[src/rtl/counter_pkg.sv]
// Shared constants for the counter family: step direction encoding and board-level prescaler default.
package counter_pkg;

   localparam logic DIR_DOWN = 1'b0;
   localparam logic DIR_UP   = 1'b1;

   // Nexys 4 runs from a 100 MHz oscillator; this divisor gives a slow visible step.
   localparam int unsigned DEFAULT_DIVISOR = 90_000_000;
   localparam int unsigned DEFAULT_DIV_W   = 28;

endpackage : counter_pkg

[src/rtl/tick_gen.sv]
// Clock-enable prescaler: tick_i is high for one enabled cycle every DIVISOR enabled cycles.
module tick_gen
   import counter_pkg::*;
#(
   parameter int unsigned DIVISOR = DEFAULT_DIVISOR,
   parameter int unsigned DIV_W   = DEFAULT_DIV_W
) (
   input  logic clk,
   input  logic reset,
   input  logic enable,
   output logic tick_i
);

   localparam logic [DIV_W-1:0] LAST = DIV_W'(DIVISOR - 1);

   logic [DIV_W-1:0] pre_q;
   logic [DIV_W-1:0] pre_d;

   // Combinational so the count steps on the terminal cycle itself.
   assign tick_i = enable && (pre_q == LAST);

   always_comb begin
      pre_d = pre_q;
      if (enable) begin
         pre_d = tick_i ? '0 : pre_q + DIV_W'(1);
      end
   end

   always_ff @(posedge clk) begin
      if (reset) begin
         pre_q <= '0;
      end else begin
         pre_q <= pre_d;
      end
   end

endmodule : tick_gen

[src/rtl/updown_counter_gen.sv]
// Prescaled up/down modulo counter with synchronous load and wrap pulse.
// Define UPDOWN_COUNTER_SATURATE_EN to saturate at the bounds instead of wrapping.
module updown_counter_gen
   import counter_pkg::*;
#(
   parameter int unsigned WIDTH   = 4,
   parameter int unsigned MODULUS = 16,
   parameter int unsigned DIVISOR = DEFAULT_DIVISOR,
   parameter int unsigned DIV_W   = DEFAULT_DIV_W
) (
   input  logic             clk,
   input  logic             reset,
   input  logic             enable,
   input  logic             up_down_sw,
   input  logic             load,
   input  logic [WIDTH-1:0] data,
   output logic [WIDTH-1:0] count,
   output logic             tick,
   output logic             wrap
);

   // MODULUS may equal 2**WIDTH, so the top value is always compared explicitly.
   localparam logic [WIDTH-1:0] MAX_CNT = WIDTH'(MODULUS - 1);

   logic             tick_c;
   logic [WIDTH-1:0] count_q;
   logic [WIDTH-1:0] count_d;
   logic             tick_q;
   logic             wrap_q;
   logic             wrap_d;

   tick_gen #(
      .DIVISOR (DIVISOR),
      .DIV_W   (DIV_W)
   ) u_tick_gen (
      .clk    (clk),
      .reset  (reset),
      .enable (enable),
      .tick_i (tick_c)
   );

   // Next count: load beats a coincident step; steps only on prescaler terminal cycles.
   always_comb begin
      count_d = count_q;
      wrap_d  = 1'b0;
      if (load) begin
         count_d = (data > MAX_CNT) ? MAX_CNT : data;
      end else if (tick_c) begin
         if (up_down_sw == DIR_UP) begin
            if (count_q == MAX_CNT) begin
               wrap_d = 1'b1;
`ifdef UPDOWN_COUNTER_SATURATE_EN
               count_d = MAX_CNT;
`else
               count_d = '0;
`endif
            end else begin
               count_d = count_q + WIDTH'(1);
            end
         end else begin
            if (count_q == '0) begin
               wrap_d = 1'b1;
`ifdef UPDOWN_COUNTER_SATURATE_EN
               count_d = '0;
`else
               count_d = MAX_CNT;
`endif
            end else begin
               count_d = count_q - WIDTH'(1);
            end
         end
      end
   end

   always_ff @(posedge clk) begin
      if (reset) begin
         count_q <= '0;
         tick_q  <= 1'b0;
         wrap_q  <= 1'b0;
      end else begin
         count_q <= count_d;
         tick_q  <= tick_c;
         wrap_q  <= wrap_d;
      end
   end

   assign count = count_q;
   assign tick  = tick_q;
   assign wrap  = wrap_q;

endmodule : updown_counter_gen

[config.mk]
export PLATFORM = sky130hd
export DESIGN_NAME = updown_counter_gen
export DESIGN_NICKNAME = d
export VERILOG_FILES = /design/src/rtl/counter_pkg.sv /design/src/rtl/tick_gen.sv /design/src/rtl/updown_counter_gen.sv
export SDC_FILE = /design/constraint.sdc
export NUM_CORES = 1
export LEC_CHECK = 0
export BUFFER_PORTS_ARGS = -buffer_cell sky130_fd_sc_hd__buf_2
export CAP_MARGIN = 10
export CELL_PAD_IN_SITES_DETAIL_PLACEMENT = 0
export CELL_PAD_IN_SITES_GLOBAL_PLACEMENT = 1
export CORE_MARGIN = 2
export CORE_UTILIZATION = 40
export DETAILED_ROUTE_END_ITERATION = 8
export PLACE_DENSITY = 0.85
export SKIP_LAST_GASP = 1
export SYNTH_ARGS = -nofsm -noshare
export SYNTH_HDL_FRONTEND = slang
export SYNTH_SLANG_ARGS = --single-unit
[constraint.sdc]
create_clock -name clk -period 1.8 [get_ports clk]
set_input_delay 0.36 -clock clk [delete_from_list [all_inputs] [get_ports clk]]
set_output_delay 0.36 -clock clk [all_outputs]
set_load 0.02 [all_outputs]
Word-level counts from Yosys, hierarchy flattened --
Cells that the tools add are included.
Word-level totals: register bits after elaboration 34, input bits 9, output and inout port bits 6, word-level logic and storage cells 25
Cells by class: add/subtract/negate cells 3, magnitude comparators 1, equal/unequal tests 2, muxes and demuxes 10, bitwise logic cells 1, reductions and logical operators 4
Operators with widths (number):
- $add A28 B1 Y28 const B | 1
- $eq A28 B27 Y1 const B | 1
- $mux W28 | 1
- $mux W4 | 6
- $add A4 B1 Y4 const B | 1
- $eq A4 B4 Y1 const B | 1
- $gt A4 B4 Y1 const B | 1
- $logic_not A4 Y1 | 1
- $sub A4 B1 Y4 const B | 1
- $mux W1 | 3
- $reduce_or A3 Y1 | 1
- $reduce_bool A2 Y1 | 1
- $logic_and A1 B1 Y1 | 1
- $not A1 Y1 | 1

Depth between registers and ports, before layout --
word-level depth 5, mapped depth 9, depth with buffers taken out 6

Cells and area by module --
Synthesis repeated with hierarchy kept, for this count alone.
Unflattened totals: cells, all modules 226, area total of the unflattened synthesis 1886.8 µm²
Modules (own cells, without submodules):
- tick_gen | times used 1, cells an instance 182, area each 1524.0 µm², sequential area each 560.5 µm²
- updown_counter_gen | times used 1, cells an instance 44, area each 362.8 µm², sequential area each 120.1 µm²

Worst setup path after synthesis --
OpenSTA, ideal clock, no wires.
kind reg2reg, start point reg u_tick_gen.pre_q[0], end point reg count_q[3], in the netlist count[3], setup time 0.088 ns, data arrival time 1.894 ns, data required time 1.712 ns, slack -0.182 ns, stages on the path, launching flop included 9, path buffers 2, period minus slack after synthesis 1.982 ns, path through dfxtp_1 -> ha_1 -> and4_1 -> buf_6 -> nand2_4 -> or3_4 -> buf_6 -> a311o_1 -> a311oi_2
On the way: cells in the longest elaborated chain, start to end 3
Ends and longest elaborated chain:
- from (decl) | line tick_gen.sv:16 | logic [DIV_W-1:0] pre_q;
- from (signal assigned) | line tick_gen.sv:33 | pre_q <= pre_d;
- $eq A28 B27 Y1 | line tick_gen.sv:20 | assign tick_i = enable && (pre_q == LAST);
- $logic_and A1 B1 Y1 | line tick_gen.sv:20
- $reduce_bool A2 Y1 (no source line)
- to (signal assigned) | line updown_counter_gen.sv:81 | count_q <= count_d;
- to (decl) | line updown_counter_gen.sv:26 | logic [WIDTH-1:0] count_q;
Every way passes these cells. A chain may end at the register's enable or synchronous reset.

Final worst setup path --
start point reg u_tick_gen.pre_q[23], end point reg count_q[3], in the netlist count[3]
Same word-level chain as after synthesis.

==> impl_metrics.env <==
export IMPL_synth_main_ff_cell="dfxtp_1"
export IMPL_crit_required_ns=2.01
export IMPL_drc_errors=0
export IMPL_wl_per_cell_um=15.1
export IMPL_synth_edf_count=0
export IMPL_cts_made_buffers=5
export IMPL_clk_insertion_delay_late_ns=0.30
export IMPL_antenna_found_initial=0
export IMPL_place_congestion=0.823
export IMPL_dr_pass1_iters=4
export IMPL_ctsHoldBuffers=0
export IMPL_synth_area_leaders="dfxtp_1 (39%), nor2_1 (6.2%), xnor2_1 (6.0%)"
export IMPL_synth_fa_ha_area_frac=0.0213
export IMPL_ios=15
export IMPL_h_tree_depth=2
export IMPL_p_total_uw=1500
export IMPL_outcome="finished, violations left"
export IMPL_synth_cell_type_count=43
export IMPL_r2r_start="u_tick_gen.pre_q[23]"
export IMPL_cts_root_buf="clkbuf_8"
export IMPL_critPathCaptureType="flip-flop"
export IMPL_finalHoldViolCount=0
export IMPL_synth_compound_area_frac=0.109
export IMPL_drt_iter0_markers=143
export IMPL_gr_usage_all_layers=0.191
export IMPL_chipHeight_um=70.4
export IMPL_max_slew_margin=0.746
export IMPL_switching_share=0.246
export IMPL_fmax_mhz=550
export IMPL_yosysTopAreaCell="dfxtp_1"
export IMPL_hpwl_um=3100
export IMPL_avgViaCountPerCell=5.41
export IMPL_ys_async_sr_fraction=0
export IMPL_design_area_mm2=0.00253
export IMPL_hold_depth=2
export IMPL_rsz0062_at_grt="true"
export IMPL_synth_area_mm2=0.00176
export IMPL_yosysTopAreaCellShare=0.386
export IMPL_first_global_vias=1672
export IMPL_synth_seq_cells=34
export IMPL_synth_xor_area_frac=0.104
export IMPL_crit_fanout=3
export IMPL_rows=24
export IMPL_fin_crit_ns=1.82
export IMPL_syn_num_nets=217
export IMPL_worst_slack_ns=-0.0175
export IMPL_core_mm2=0.00429
export IMPL_dieArea_mm2=0.00495
export IMPL_muxShareOfSynthArea=0.0185
export IMPL_hp_class="input port to flip-flop"
export IMPL_worstHoldStart="load"
export IMPL_cp_start_kind="flip-flop"
export IMPL_finalNetCount=282
export IMPL_rrSetupSlack_ns=-0.02
export IMPL_crit_arrival_ns=2.02
export IMPL_holdPathEnd="wrap"
export IMPL_p_leak_uw=0.00110
export IMPL_portBuffers=14
export IMPL_cts_clk_slew_worst_paths_ns=0.07
export IMPL_grt_max_degree=16
export IMPL_die_w_um=70.4
export IMPL_seq_power_share=0.515
export IMPL_pwr_share_comb=0.092
export IMPL_peakVddDrop_v=0.000426
export IMPL_fin_worst_skew_ns=0.00819
export IMPL_violations="setup timing"
export IMPL_area_delta_synth_final_pct=43.4
export IMPL_ant_nets=0
export IMPL_final_setup_tns_ns=-0.0175
export IMPL_ys_warn_count=0
export IMPL_synth_cells=205
export IMPL_r2r_cells=6
export IMPL_synth_top_family_by_area="simple AND/OR/NAND/NOR gates"
export IMPL_initial_core_util=0.411
export IMPL_tightest_slew_ns=0.380
export IMPL_synth_avg_cell_area_um2=8.60
export IMPL_numClockSinks=34
export IMPL_grt_pass1_wl_um=7410
export IMPL_antennaDiodeCount=0
export IMPL_drv_slew=0
export IMPL_wl_um=4870
export IMPL_p_per_area_mw_per_mm2=593
export IMPL_setup_viol=1
export IMPL_drv_cap=0
export IMPL_pwr_share_clk=0.394
export IMPL_switchingPower_uw=369
export IMPL_period_share=1.01
export IMPL_synth_simple_area_share=0.326
export IMPL_overflow=0
export IMPL_cts_tree="done"
export IMPL_vias=1747
export IMPL_crit_type="flip-flop to flip-flop"
export IMPL_p_int_uw=1130
export IMPL_cts_buffer_depth=2
export IMPL_place_area_mm2=0.00221
export IMPL_r2r_end="count[3]"
export IMPL_drive_gt1_frac=0.369
export IMPL_yosysSeqAreaShare=0.386
==> flip-flops by register name, indices dropped and copies added (netlist names) <==
signal	count
u_tick_gen.pre_q	28
count	4
tick	1
wrap	1
==> power by group through the flow <==
stage	Clock (uW)	Combinational, uW	Sequential, uW
final	590	137	772
after global routing	627	151	773
after global placement	0	114	790
after floorplan	0	56.7	799
after CTS	591	119	774
after detailed placement	0	117	790
==> worst max-delay path, cell delays in order, from the launching register on <==
cell and delay, ns:
dfxtp_4 0.35, nor4b_4 0.30, buf_4 0.17, nand2_4 0.06, or3_4 0.35, a311o_1 0.29, a311oi_2 0.22
==> cell usage in the layout, fill, tap and decap left out, types with 2 or more instances in the layout <==
master	count
buf_4	43
nor2_1	29
dfxtp_1	28
buf_2	15
nand3_1	14
nand2_1	13
xnor2_1	11
xor2_1	9
o21ai_0	9
and3_1	8
nand4_1	6
clkbuf_8	6
inv_1	5
and4_1	5
dfxtp_2	5
nor3_1	4
buf_6	4
nand2b_1	3
a21oi_1	3
nor4_1	3
a22o_1	3
and4_4	2
and2_1	2
nand2_4	2
nor2b_1	2
nor4_4	2
mux2_2	2
ha_1	2
==> worst max-delay path by stage <==
stage	startpoint	end	slack [ns]	cells after the start
final	u_tick_gen.pre_q[23]	count[3]	-0.02	6
after global routing	u_tick_gen.pre_q[14]	u_tick_gen.pre_q[20]	-0.08	7
after CTS	u_tick_gen.pre_q[23]	count[2]	-0.002	8
after detailed placement	u_tick_gen.pre_q[23]	count[3]	-0.12	6
after global placement	u_tick_gen.pre_q[27]	wrap	-0.09	5
after floorplan	u_tick_gen.pre_q[1]	count[3]	-0.1	8
==> logic make-up after synthesis <==
| kind of cell | after synthesis |
|---|---|
| XOR/XNOR | 21 |
| AO/OA/AOI/OAI | 27 |
| AND/OR/NAND/NOR | 106 |
| multiplexers | 3 |
| adder cells (fa/ha/maj) | 3 |
| buffers and inverters | 11 |
| flip-flops | 34 |
==> per-layer routing <==
| metal | vias to the layer above | wire length, um | GRT usage |
|---|---|---|---|
| met1 | 816 | 2130 | 0.238 |
| li1 | 872 | - | - |
| met5 | - | 0 | 0 |
| met2 | 45 | 2470 | 0.303 |
| met4 | 0 | 104 | 0.0876 |
| met3 | 14 | 169 | 0.0534 |
==> what timing repair did <==
| item | 4_1_cts | 5_1_grt |
|---|---|---|
| pin swaps | 4 | 4 |
| gates resized for setup | 9 | 26 |
| buffers inserted | 0 | 4 |
| setup endpoints to repair | 22 | 27 |
| cloned | 0 | 2 |
==> cell usage after synthesis (2+ instances only) <==
| master | number |
|---|---|
| dfxtp_1 | 34 |
| nor2_1 | 29 |
| nand2_1 | 15 |
| nand3_1 | 14 |
| xnor2_1 | 12 |
| o21ai_0 | 9 |
| xor2_1 | 9 |
| and3_1 | 8 |
| and4_1 | 7 |
| nand4_1 | 6 |
| nor4_1 | 6 |
| inv_1 | 5 |
| nor3_1 | 4 |
| a21oi_1 | 3 |
| a22o_1 | 3 |
| ha_1 | 3 |
| nand2b_1 | 3 |
| nor4b_1 | 3 |
| a2111oi_0 | 2 |
| a211oi_1 | 2 |
| and2_1 | 2 |
| buf_6 | 2 |
| clkbuf_1 | 2 |
| mux2_2 | 2 |
| nor2b_1 | 2 |
==> cell type report <==
type | count | area [um2]
clock buffer | 7 | 86.3
clock inverter | 1 | 5.00
fill | 379 | 1770
inverter | 5 | 18.8
multi-input combinational | 160 | 1170
sequential | 34 | 691
tap | 52 | 65.1
timing repair buffer | 64 | 488
==> through the flow <==
step                hold slack (ns)  setup slack, ns   util  instances
floorplan                     0.449          -0.0955      -        205
global placement              0.482          -0.0890  0.515        309
detailed placement            0.492           -0.118  0.515        309
CTS                           0.273         -0.00194  0.543        317
global route                  0.278          -0.0790  0.589        323
finish                        0.274          -0.0175  0.589        323
Note: power is estimated with default switching activity, not from simulation.
